===== src/rtl/musa_pkg.sv =====
// Shared MUSA core constants: datapath width and the call/ret opcodes decoded by the control unit.
package musa_pkg;

   localparam int unsigned ADDR_W = 32;

   localparam logic [5:0] OP_CALL = 6'b000011;
   localparam logic [5:0] OP_RET  = 6'b000111;

endpackage : musa_pkg


===== src/rtl/return_addr_stack_if.sv =====
// Control-unit <-> return-address-stack bus: push/pop strobes in, return address and status out.
interface return_addr_stack_if #(
   parameter int unsigned ADDR_W = musa_pkg::ADDR_W,
   parameter int unsigned DEPTH  = 8
);
   localparam int unsigned DW = $clog2(DEPTH + 1);

   logic              push;
   logic              pop;
   logic              flush;
   logic              err_clr;
   logic [ADDR_W-1:0] call_pc;
   logic [ADDR_W-1:0] ret_pc;
   logic              ret_valid;
   logic              empty;
   logic              full;
   logic [DW-1:0]     depth;
   logic              overflow;
   logic              underflow;

   modport master (
      output push, pop, flush, err_clr, call_pc,
      input  ret_pc, ret_valid, empty, full, depth, overflow, underflow
   );

   modport slave (
      input  push, pop, flush, err_clr, call_pc,
      output ret_pc, ret_valid, empty, full, depth, overflow, underflow
   );

endinterface : return_addr_stack_if


===== src/rtl/ras_storage.sv =====
// DEPTH x ADDR_W register array, one write port and one asynchronous read port at the top-of-stack index.
module ras_storage #(
   parameter int unsigned ADDR_W = musa_pkg::ADDR_W,
   parameter int unsigned DEPTH  = 8
) (
   input  logic                     clk,
   input  logic                     we,
   input  logic [$clog2(DEPTH)-1:0] waddr,
   input  logic [ADDR_W-1:0]        wdata,
   input  logic [$clog2(DEPTH)-1:0] raddr,
   output logic [ADDR_W-1:0]        rdata_c
);

   logic [ADDR_W-1:0] mem [DEPTH];

   // Contents need no reset: an entry is always written before the pointer exposes it.
   always_ff @(posedge clk) begin
      if (we) mem[waddr] <= wdata;
   end

   assign rdata_c = mem[raddr];

endmodule : ras_storage


===== src/rtl/return_addr_stack.sv =====
// Return-address stack for call/ret: pointer, occupancy state and sticky error flags around ras_storage.
module return_addr_stack #(
   parameter int unsigned ADDR_W     = musa_pkg::ADDR_W,
   parameter int unsigned DEPTH      = 8,
   parameter int unsigned RET_OFFSET = 1
) (
   input  logic                clk,
   input  logic                rst,
   return_addr_stack_if.slave  bus
);

   localparam int unsigned DW = $clog2(DEPTH + 1);
   localparam int unsigned AW = $clog2(DEPTH);

   // Encoded so that bit 0 is the empty flag and bit 1 the full flag.
   localparam logic [1:0] S_PARTIAL = 2'b00;
   localparam logic [1:0] S_EMPTY   = 2'b01;
   localparam logic [1:0] S_FULL    = 2'b10;

   logic [1:0]        state_q, state_d;
   logic [DW-1:0]     sp_q, sp_d;
   logic [ADDR_W-1:0] ret_pc_q, ret_pc_d;
   logic              ret_valid_q, ret_valid_d;
   logic              ovf_q, ovf_d;
   logic              unf_q, unf_d;

   logic              mem_we;
   logic [AW-1:0]     mem_waddr;
   logic [AW-1:0]     top_idx;
   logic [ADDR_W-1:0] top_data;
   logic [ADDR_W-1:0] new_val;
   logic              is_empty;
   logic              is_full;

   assign is_empty = state_q[0];
   assign is_full  = state_q[1];
   assign top_idx  = AW'(sp_q - DW'(1));
   assign new_val  = ADDR_W'(bus.call_pc + ADDR_W'(RET_OFFSET));

   ras_storage #(
      .ADDR_W (ADDR_W),
      .DEPTH  (DEPTH)
   ) u_storage (
      .clk     (clk),
      .we      (mem_we),
      .waddr   (mem_waddr),
      .wdata   (new_val),
      .raddr   (top_idx),
      .rdata_c (top_data)
   );

   always_ff @(posedge clk or posedge rst) begin
      if (rst) begin
         state_q     <= S_EMPTY;
         sp_q        <= '0;
         ret_pc_q    <= '0;
         ret_valid_q <= 1'b0;
         ovf_q       <= 1'b0;
         unf_q       <= 1'b0;
      end else begin
         state_q     <= state_d;
         sp_q        <= sp_d;
         ret_pc_q    <= ret_pc_d;
         ret_valid_q <= ret_valid_d;
         ovf_q       <= ovf_d;
         unf_q       <= unf_d;
      end
   end

   // Next-state: flush beats push/pop; a same-cycle error beats err_clr.
   always_comb begin
      sp_d        = sp_q;
      state_d     = state_q;
      ret_pc_d    = ret_pc_q;
      ret_valid_d = 1'b0;
      ovf_d       = ovf_q & ~bus.err_clr;
      unf_d       = unf_q & ~bus.err_clr;
      mem_we      = 1'b0;
      mem_waddr   = top_idx;

      if (bus.flush) begin
         sp_d = '0;
      end else begin
         case ({bus.push, bus.pop})
            2'b10: begin
               if (is_full) begin
                  ovf_d = 1'b1;
               end else begin
                  mem_we    = 1'b1;
                  mem_waddr = AW'(sp_q);
                  sp_d      = sp_q + DW'(1);
               end
            end
            2'b01: begin
               if (is_empty) begin
                  unf_d = 1'b1;
               end else begin
                  ret_pc_d    = top_data;
                  ret_valid_d = 1'b1;
                  sp_d        = sp_q - DW'(1);
               end
            end
            2'b11: begin
               ret_valid_d = 1'b1;
               if (is_empty) begin
                  ret_pc_d = new_val;
               end else begin
                  ret_pc_d = top_data;
                  mem_we   = 1'b1;
               end
            end
            default: ;
         endcase
      end

      if (sp_d == '0)                 state_d = S_EMPTY;
      else if (sp_d == DW'(DEPTH))    state_d = S_FULL;
      else                            state_d = S_PARTIAL;
   end

   assign bus.ret_pc    = ret_pc_q;
   assign bus.ret_valid = ret_valid_q;
   assign bus.empty     = state_q[0];
   assign bus.full      = state_q[1];
   assign bus.depth     = sp_q;
   assign bus.overflow  = ovf_q;
   assign bus.underflow = unf_q;

endmodule : return_addr_stack

===== src/flat_wrapper.sv =====
// flat-port wrapper written by rule: the top's interface ports become plain ports
module return_addr_stack_flat 
#(
   parameter int unsigned ADDR_W     = musa_pkg::ADDR_W,
   parameter int unsigned DEPTH      = 8,
   parameter int unsigned RET_OFFSET = 1
)
  (clk, rst, bus_push, bus_pop, bus_flush, bus_err_clr, bus_call_pc, bus_ret_pc, bus_ret_valid, bus_empty, bus_full, bus_depth, bus_overflow, bus_underflow);
  return_addr_stack_if #(.ADDR_W(ADDR_W), .DEPTH(DEPTH)) bus_i ();
  input  logic clk;
  input  logic rst;
  input wire logic [$bits(bus_i.push)-1:0] bus_push;
  input wire logic [$bits(bus_i.pop)-1:0] bus_pop;
  input wire logic [$bits(bus_i.flush)-1:0] bus_flush;
  input wire logic [$bits(bus_i.err_clr)-1:0] bus_err_clr;
  input wire logic [$bits(bus_i.call_pc)-1:0] bus_call_pc;
  output wire logic [$bits(bus_i.ret_pc)-1:0] bus_ret_pc;
  output wire logic [$bits(bus_i.ret_valid)-1:0] bus_ret_valid;
  output wire logic [$bits(bus_i.empty)-1:0] bus_empty;
  output wire logic [$bits(bus_i.full)-1:0] bus_full;
  output wire logic [$bits(bus_i.depth)-1:0] bus_depth;
  output wire logic [$bits(bus_i.overflow)-1:0] bus_overflow;
  output wire logic [$bits(bus_i.underflow)-1:0] bus_underflow;
  assign bus_i.push = bus_push;
  assign bus_i.pop = bus_pop;
  assign bus_i.flush = bus_flush;
  assign bus_i.err_clr = bus_err_clr;
  assign bus_i.call_pc = bus_call_pc;
  assign bus_ret_pc = bus_i.ret_pc;
  assign bus_ret_valid = bus_i.ret_valid;
  assign bus_empty = bus_i.empty;
  assign bus_full = bus_i.full;
  assign bus_depth = bus_i.depth;
  assign bus_overflow = bus_i.overflow;
  assign bus_underflow = bus_i.underflow;
  return_addr_stack #(.ADDR_W(ADDR_W), .DEPTH(DEPTH), .RET_OFFSET(RET_OFFSET)) u_core (.clk(clk), .rst(rst), .bus(bus_i));
endmodule

===== config.mk =====
export PLATFORM = sky130hd
export DESIGN_NAME = return_addr_stack_flat
export DESIGN_NICKNAME = d
export VERILOG_FILES = /design/src/rtl/musa_pkg.sv /design/src/rtl/return_addr_stack_if.sv /design/src/rtl/ras_storage.sv /design/src/rtl/return_addr_stack.sv /design/src/flat_wrapper.sv
export SDC_FILE = /design/constraint.sdc
export NUM_CORES = 1
export LEC_CHECK = 0
export ABC_AREA = 1
export BUFFER_PORTS_ARGS = -buffer_cell sky130_fd_sc_hd__buf_2
export CORE_MARGIN = 8
export CORE_UTILIZATION = 61
export DETAILED_ROUTE_END_ITERATION = 10
export HOLD_SLACK_MARGIN = 0.05
export PLACE_DENSITY = 0.84
export SYNTH_ARGS = -nofsm -noshare
export SYNTH_HDL_FRONTEND = slang
export SYNTH_SLANG_ARGS = --single-unit

===== constraint.sdc =====
create_clock -name clk -period 4.9 [get_ports clk]
set_clock_uncertainty 0.2 [all_clocks]
set_input_delay 0.98 -clock clk [delete_from_list [all_inputs] [get_ports clk]]
set_output_delay 0.98 -clock clk [all_outputs]
set_load 0.05 [all_outputs]

==> results of run 1 <==
==> worst max-delay path by stage <==
| stage | to | startpoint |
|---|---|---|
| 6_report | u_core.u_storage.mem[1][4]$_DFFE_PP_ | u_core.bus.depth[1]$_DFF_PP0_ |
| 5_1_grt | u_core.u_storage.mem[2][29]$_DFFE_PP_ | u_core.bus.depth[1]$_DFF_PP0_ |
| 4_1_cts | u_core.u_storage.mem[3][27]$_DFFE_PP_ | u_core.bus.depth[1]$_DFF_PP0_ |
| 3_5_place_dp | u_core.u_storage.mem[3][28]$_DFFE_PP_ | bus_pop |
| 3_3_place_gp | u_core.u_storage.mem[3][31]$_DFFE_PP_ | bus_pop |
| 2_1_floorplan | u_core.u_storage.mem[2][0]$_DFFE_PP_ | u_core.bus.depth[0]$_DFF_PP0_ |
==> flip-flops by register name, summed over array words and instances (netlist names) <==
signal / count
u_core.bus.depth: 4
u_core.bus.overflow: 1
u_core.bus.ret_pc: 32
u_core.bus.ret_valid: 1
u_core.bus.underflow: 1
u_core.state_q: 2
u_core.u_storage.mem: 256
==> cell families (layout without fill, tap and decap cells) <==
| group | Yosys count | after routing | synth area share (%) |
|---|---|---|---|
| simple gates | 839 | 839 | 26.7 |
| fa+ha+maj | 6 | 6 | 0.563 |
| flops | 297 | 297 | 65.3 |
| xor+xnor | 6 | 6 | 0.394 |
| compound gates | 46 | 46 | 1.82 |
| buf+inv | 147 | 234 | 5.19 |
==> metal layers <==
layer | up-vias | track usage (%)
met5 | - | 0
met2 | 598 | 41.5
li1 | 4634 | -
met1 | 4742 | 31.4
met4 | 0 | 11.5
met3 | 91 | 4.34
==> cell type report <==
class / instances / area share, %
clock buffer: 33 / 5.29
clock inverter: 21 / 0.887
inverter: 86 / 2.19
multi-input combinational: 897 / 27.0
sequential: 297 / 58.9
tap: 280 / 2.36
timing repair buffer: 94 / 3.45
==> worst register-to-register path: stages, from the launching register on <==
cell	delay, ns
sky130_fd_sc_hd__dfrtp_1	0.44
sky130_fd_sc_hd__inv_1	0.13
sky130_fd_sc_hd__ha_2	0.19
sky130_fd_sc_hd__nand2_1	0.08
sky130_fd_sc_hd__nand2_2	0.09
sky130_fd_sc_hd__buf_4	0.41
sky130_fd_sc_hd__nand2_1	0.09
sky130_fd_sc_hd__o21ai_0	0.15
sky130_fd_sc_hd__nand2_1	0.21
sky130_fd_sc_hd__nor2_4	0.63
sky130_fd_sc_hd__buf_4	0.35
==> power breakdown <==
part,switching [mW],leakage [nW],internal [mW],total (mW)
Sequential,0.0723,2.82,2.92,2.99
Clock,0.941,0.455,1.20,2.14
Combinational,1.05,2.79,0.326,1.38
Total,2.07,6.06,4.44,6.51
==> stage by stage <==
step | setup slack (ns) | hold slack (ns) | cell area, um^2 | total power, mW | util, %
2_1_floorplan | 0.726 | 0.414 | 13300 | 4.04 | -
3_3_place_gp | 1.29 | 0.259 | 13900 | 4.37 | 64.3
3_5_place_dp | 1.18 | 0.263 | 13900 | 4.41 | 64.3
4_1_cts | 1.63 | 0.279 | 14800 | 6.52 | 68.5
5_1_grt | 1.39 | 0.297 | 14800 | 6.74 | 68.5
6_report | 1.62 | 0.273 | 14800 | 6.51 | 68.5
==> cell usage in the layout (no fill, tap or decap), types with 2 or more instances in the layout <==
master and instances:
sky130_fd_sc_hd__a21oi_1 7, sky130_fd_sc_hd__buf_2 78, sky130_fd_sc_hd__buf_4 16, sky130_fd_sc_hd__clkbuf_1 2, sky130_fd_sc_hd__clkbuf_16 31, sky130_fd_sc_hd__clkinv_1 6
sky130_fd_sc_hd__clkinv_2 12, sky130_fd_sc_hd__clkinvlp_4 2, sky130_fd_sc_hd__dfrtp_1 39, sky130_fd_sc_hd__edfxtp_1 256, sky130_fd_sc_hd__ha_1 5, sky130_fd_sc_hd__inv_1 81
sky130_fd_sc_hd__inv_2 4, sky130_fd_sc_hd__nand2_1 482, sky130_fd_sc_hd__nand2_2 4, sky130_fd_sc_hd__nand3_1 262, sky130_fd_sc_hd__nand3b_1 4, sky130_fd_sc_hd__nor2_1 64
sky130_fd_sc_hd__nor2_2 7, sky130_fd_sc_hd__nor2_4 12, sky130_fd_sc_hd__o211ai_1 3, sky130_fd_sc_hd__o21ai_0 22, sky130_fd_sc_hd__o21ai_1 12, sky130_fd_sc_hd__xor2_1 5
==> flow_summary.yaml, run 1 <==
run_status:
  outcome: "finished, final reports clean"
yosys:
  synth-seq-area-share_pct: 65.3
  synth_largest_type_area_fraction_pct: 57.6
  synth.avg_cell_area_um2: 9.95
  synth-edff-count: 256
  syn_area_um2: 13300
  yosysWarnings: 0
  ys_ff_latch: 297
  synthArstFlopShare_pct: 13.8
  leading_post_synthesis_cells_by_cell_area: "sky130_fd_sc_hd__edfxtp_1 (58%), sky130_fd_sc_hd__nand2_1 (14%), sky130_fd_sc_hd__nand3_1 (9.8%), sky130_fd_sc_hd__dfrtp_1 (7.5%), sky130_fd_sc_hd__inv_1 (2.3%)"
  synth.top_cells.by_count: "sky130_fd_sc_hd__nand2_1 (482), sky130_fd_sc_hd__nand3_1 (262), sky130_fd_sc_hd__edfxtp_1 (256), sky130_fd_sc_hd__inv_1 (82), sky130_fd_sc_hd__nor2_1 (72)"
  postSynthCellCount: 1341
  synth-main-ff-cell: "sky130_fd_sc_hd__edfxtp_1"
  synth_most_common_cell: "sky130_fd_sc_hd__nand2_1"
  count_of_unique_library_cells_instantiated_by_yosys: 29
  yosysTopAreaCell: "sky130_fd_sc_hd__edfxtp_1"
  synth.net_count: 1385
setup_path:
  ff2ff_path_depth: 10
  r2r-start: "u_core.bus.depth[1]$_DFF_PP0_"
  worstSetupPathType: "flip-flop to flip-flop"
  critical_path.reg2reg.endpoint: "u_core.u_storage.mem[1][4]$_DFFE_PP_"
  critPathRequiredTime_ns: 4.95
  critPathArrivalTime_ns: 3.33
  start_kind: "flip-flop"
  critical-path-top-cell-by-count: "sky130_fd_sc_hd__nand2_1"
  timing.critical_path.buf_inv: 3
  cp_cell_sequence: "inv_1 > ha_2 > nand2_1 > nand2_2 > buf_4 > nand2_1 > o21ai_0 > nand2_1 > nor2_4 > buf_4"
  path_delay_family: "simple AND/OR/NAND/NOR gates"
  endpoint_kind: "flip-flop"
  max_fanout_on_critical_path: 34
  critical-path-slowest-cell: "sky130_fd_sc_hd__nor2_4"
  regToRegSetupSlack_ns: 1.62
  worst-path-stages: 10
  critical_path.max_stage_delay_ns: 0.63
global_route:
  grt_start_max_net_pins: 73
  first_global_vias: 9986
  overflow: 0
  antenna_found_initial: 0
  track_usage_pct: 24.9
  global_route_wire_length_before_repair_mm: 52.4
cells_and_area:
  area_overhead_of_the_layout_relative_to_synthesis_pct: 11.0
  sequential_cell_area_um2: 8720
  multiInputGateArea_um2: 4000
  layout-drive-gt1-share_pct: 12.1
  num-nets-final: 1450
  num_antenna_cells: 0
  nFillCells: 1534
  final_cell_count_no_fill: 1708
floorplan:
  die_height_um: 164
  starting_density_pct: 61.7
  io_pins: 79
  die_x_um: 164
  die-area_um2: 26900
  floorplan.rows: 54
  core_area_um2: 21600
timing:
  fin_tns_setup_ns: 0
  relSlewSlack_pct: 27.8
  finalCriticalPeriod_ns: 3.28
  hold_violations: 0
  max_slew.worst_pin.slew_ns: 1.08
  max_freq_mhz: 305
  final.period_utilization_pct: 67.0
  setup_viol_count_final: 0
  grt_setup_unrepaired: "no"
  final-max-slew-violation-count: 0
clock_tree:
  cts_max_path_buffers: 3
  htree_num_levels: 1
  clkSlewWorstSetupHoldPaths_ns: 0.06
  clk_root_buffer_cell: "sky130_fd_sc_hd__clkbuf_16"
  post_cts_resize_count: 0
  tritoncts: "done"
  cts-buffers-inserted: 30
  clock_latency_ns: 0.55
  clock_sinks: 297
  cts.repair_timing.setup_buffer_count: 0
  ctsHoldBuffers: 0
routing:
  detail_route.first_pass.iterations: 5
  met2RoutedLength_mm: 16.1
  final_antenna_net_count: 0
  drc: 0
  top_layer_used: "met4"
  met3WireLength_mm: 3.15
  wl_per_cell_um: 19.4
  via_count: 10065
  detail_route.wirelength.met1_mm: 12.6
  drt-initial-drc-count: 1339
  drt-total-wl_mm: 33.2
  avgViaCountPerCell: 5.89
placed_design:
  post-dp-hpwl_mm: 20.3
  port_buffers: 78
  gp_congestion: 0.891
  placed_cells: 1654
hold_path:
  worst_hold_path_type: "flip-flop to flip-flop"
  whs_endpoint: "u_core.bus.ret_pc[27]$_DFFE_PP0P_"
  worst_hold_path.num_cells: 2
  min-delay-start: "u_core.bus.ret_pc[27]$_DFFE_PP0P_"
power_and_ir_drop:
  cell_leakage_power_nw: 6.06
  worst_vdd_ir_v: 0.000404
  pwr_density_cell_nw_per_um2: 439
run:
  count_of_max_cap_constraint_violations: 0
(Power assumes the default switching activity.)
==> inputs of run 2 (changes only) <==
- ABC_AREA: 1 -> 0
- CORE_UTILIZATION: 61 -> 54
- PLACE_DENSITY: 0.84 -> 0.79
- clock period: 4.9 -> 2.85 ns (I/O delays scaled with it)
==> flow_summary.yaml, run 2 <==
setup_path:
  critPathArrivalTime_ns: 2.72
  endpoint_kind: "flip-flop"
  path_delay_family: "simple AND/OR/NAND/NOR gates"
  critical-path-slowest-cell: "sky130_fd_sc_hd__dlygate4sd3_1"
  start_kind: "input port"
  timing.critical_path.buf_inv: 3
  max_fanout_on_critical_path: 19
  cp_cell_sequence: "dlygate4sd3_1 > buf_2 > or3b_4 > a21oi_4 > nand2_1 > nor2_4 > buf_12"
  critical_path.max_stage_delay_ns: 0.53
  worstSetupPathType: "input port to flip-flop"
  regToRegSetupSlack_ns: 0.26
  critPathRequiredTime_ns: 2.90
timing:
  relSlewSlack_pct: 37.1
  max_freq_mhz: 375
  hold_violations: 0
  final-max-slew-violation-count: 0
  postLayoutSetupSlackWorst_ns: 0.187
  finalCriticalPeriod_ns: 2.66
  final.period_utilization_pct: 93.4
  setup_viol_count_final: 0
  grt_setup_unrepaired: "no"
  max_slew.worst_pin.slew_ns: 0.937
clock_tree:
  cts-buffers-inserted: 29
  clock_sinks: 297
  htree_num_levels: 1
  cts_max_path_buffers: 3
  post_cts_resize_count: 0
  clkSlewWorstSetupHoldPaths_ns: 0.06
  clock_latency_ns: 0.55
  clk_root_buffer_cell: "sky130_fd_sc_hd__clkbuf_16"
  tritoncts: "done"
hold_path:
  worst_hold_path_type: "input port to flip-flop"
global_route:
  grt_start_max_net_pins: 61
  antenna_found_initial: 2
  track_usage_pct: 20.9
  global_route_wire_length_before_repair_mm: 45.1
  overflow: 0
  first_global_vias: 7546
placed_design:
  gp_congestion: 0.887
  place_ws_ns: -0.0665
  port_buffers: 78
  placed_cells: 1129
  post-dp-hpwl_mm: 19.3
power_and_ir_drop:
  cell_leakage_power_nw: 5.23
  worst_vdd_ir_v: 0.000722
  pwr_density_cell_nw_per_um2: 708
yosys:
  yosysWarnings: 0
  postSynthCellCount: 738
  synthArstFlopShare_pct: 13.8
  synth_largest_type_area_fraction_pct: 62.2
  count_of_unique_library_cells_instantiated_by_yosys: 58
  synth-main-ff-cell: "sky130_fd_sc_hd__edfxtp_1"
  synth.avg_cell_area_um2: 16.7
  ys_ff_latch: 297
  synth.top_cells.by_count: "sky130_fd_sc_hd__edfxtp_1 (256), sky130_fd_sc_hd__nand2_1 (90), sky130_fd_sc_hd__mux4_2 (64), sky130_fd_sc_hd__dfrtp_1 (40), sky130_fd_sc_hd__o21ai_0 (35)"
  synth-seq-area-share_pct: 70.6
  synth-edff-count: 256
  synth_most_common_cell: "sky130_fd_sc_hd__edfxtp_1"
  synth.net_count: 782
  syn_area_um2: 12400
  yosysTopAreaCell: "sky130_fd_sc_hd__edfxtp_1"
  leading_post_synthesis_cells_by_cell_area: "sky130_fd_sc_hd__edfxtp_1 (62%), sky130_fd_sc_hd__mux4_2 (12%), sky130_fd_sc_hd__dfrtp_1 (8.1%), sky130_fd_sc_hd__nand2_1 (2.7%), sky130_fd_sc_hd__o21ai_0 (1.4%)"
floorplan:
  die-area_um2: 28000
  floorplan.rows: 55
  die_x_um: 167
  core_area_um2: 22600
  io_pins: 79
  die_height_um: 167
  starting_density_pct: 54.7
routing:
  drc: 0
  via_count: 7486
  avgViaCountPerCell: 6.32
  detail_route.first_pass.iterations: 5
  wl_per_cell_um: 24.8
  drt-initial-drc-count: 746
  final_antenna_net_count: 0
  drt-total-wl_mm: 29.4
cells_and_area:
  area_overhead_of_the_layout_relative_to_synthesis_pct: 19.8
  layout-drive-gt1-share_pct: 33.1
  final_cell_count_no_fill: 1185
  num_antenna_cells: 0
  leading_cell_types_in_the_layout_fill_and_taps_excluded: "sky130_fd_sc_hd__edfxtp_1 (256), sky130_fd_sc_hd__nand2_1 (89), sky130_fd_sc_hd__buf_2 (78)"
  largest_reg_flops: 256
  register_with_the_most_flip_flops: "u_core.u_storage.mem"
  final_common_cell: "sky130_fd_sc_hd__edfxtp_1"
  nFillCells: 1518
  num-nets-final: 921
run_status:
  outcome: "finished, final reports clean"
run:
  count_of_max_cap_constraint_violations: 0
==> run 2: worst paths after layout <==
kind	startpoint	endpoint	depth (start not counted)
setup / recovery	bus_flush	u_core.u_storage.mem[2][11]$_DFFE_PP_	7
hold / removal	bus_err_clr	u_core.bus.overflow$_DFF_PP0_	3
setup reg to reg	u_core.bus.depth[0]$_DFF_PP0_	u_core.bus.ret_pc[18]$_DFFE_PP0P_	7
hold reg to reg	u_core.bus.ret_pc[7]$_DFFE_PP0P_	u_core.bus.ret_pc[7]$_DFFE_PP0P_	2
max in group asynchronous	rst	u_core.bus.ret_pc[24]$_DFFE_PP0P_	4
min in group asynchronous	rst	u_core.bus.depth[3]$_DFF_PP0_	3
==> run 2: per-layer routing <==
layer / vias up / wire length (um) / GRT usage, %
li1: 3205 / - / -
met5: - / 22 / 0
met4: 4 / 800 / 6.95
met3: 70 / 2580 / 3.41
met1: 3802 / 11700 / 28.5
met2: 405 / 14200 / 33.9
==> run 2: cell families after synthesis <==
| group | count (synthesis) | share of synthesized area (%) |
|---|---|---|
| flops | 297 | 70.6 |
| simple gates | 202 | 8.33 |
| compound gates | 87 | 4.66 |
| mux | 71 | 12.3 |
| buf+inv | 49 | 1.67 |
| xor+xnor | 26 | 1.90 |
| fa+ha+maj | 6 | 0.608 |
==> run 2: final cells by class <==
class / instances / area (um^2) / area share (%)
multi-input cells: 392 / 3600 / 24.4
clock buffers: 35 / 788 / 5.33
inverters: 13 / 61.3 / 0.414
repair buffers: 144 / 1100 / 7.46
well taps: 285 / 357 / 2.41
flip-flops and latches: 297 / 8720 / 58.9
clock inverters: 19 / 163 / 1.10
==> run 2: worst min-delay path, cell delays in order <==
cell and delay (ns):
sky130_fd_sc_hd__buf_2 0.09, sky130_fd_sc_hd__inv_1 0.06, sky130_fd_sc_hd__a32o_1 0.11
==> run 2: what timing repair did <==
item	4_1_cts	5_1_grt
hold buffers	2	0
buffers inserted	0	0
endpoints found under the hold margin	23	0
setup endpoints to repair	0	0
==> run 2: metrics by stage <==
| step | instance area, um^2 | hold WS (ns) | utilization, % | total power [mW] | setup TNS (ns) |
|---|---|---|---|---|---|
| 2_1_floorplan | 12600 | 0.433 | - | 6.24 | -88.75 |
| 3_3_place_gp | 13800 | 0.259 | 61.2 | 6.73 | 0 |
| 3_5_place_dp | 13800 | 0.269 | 61.2 | 6.76 | -0.0665 |
| 4_1_cts | 14800 | 0.115 | 65.5 | 10.5 | 0 |
| 5_1_grt | 14800 | 0.146 | 65.5 | 10.8 | 0 |
| 6_report | 14800 | 0.133 | 65.5 | 10.5 | 0 |
==> run 2: report_power, final <==
group / switching [mW] / internal, mW / leakage, nW / total, mW
sequential: 0.108 / 4.93 / 2.82 / 5.03
clock: 1.63 / 2.16 / 0.463 / 3.79
combinational: 1.13 / 0.518 / 1.95 / 1.64
total: 2.86 / 7.60 / 5.23 / 10.5
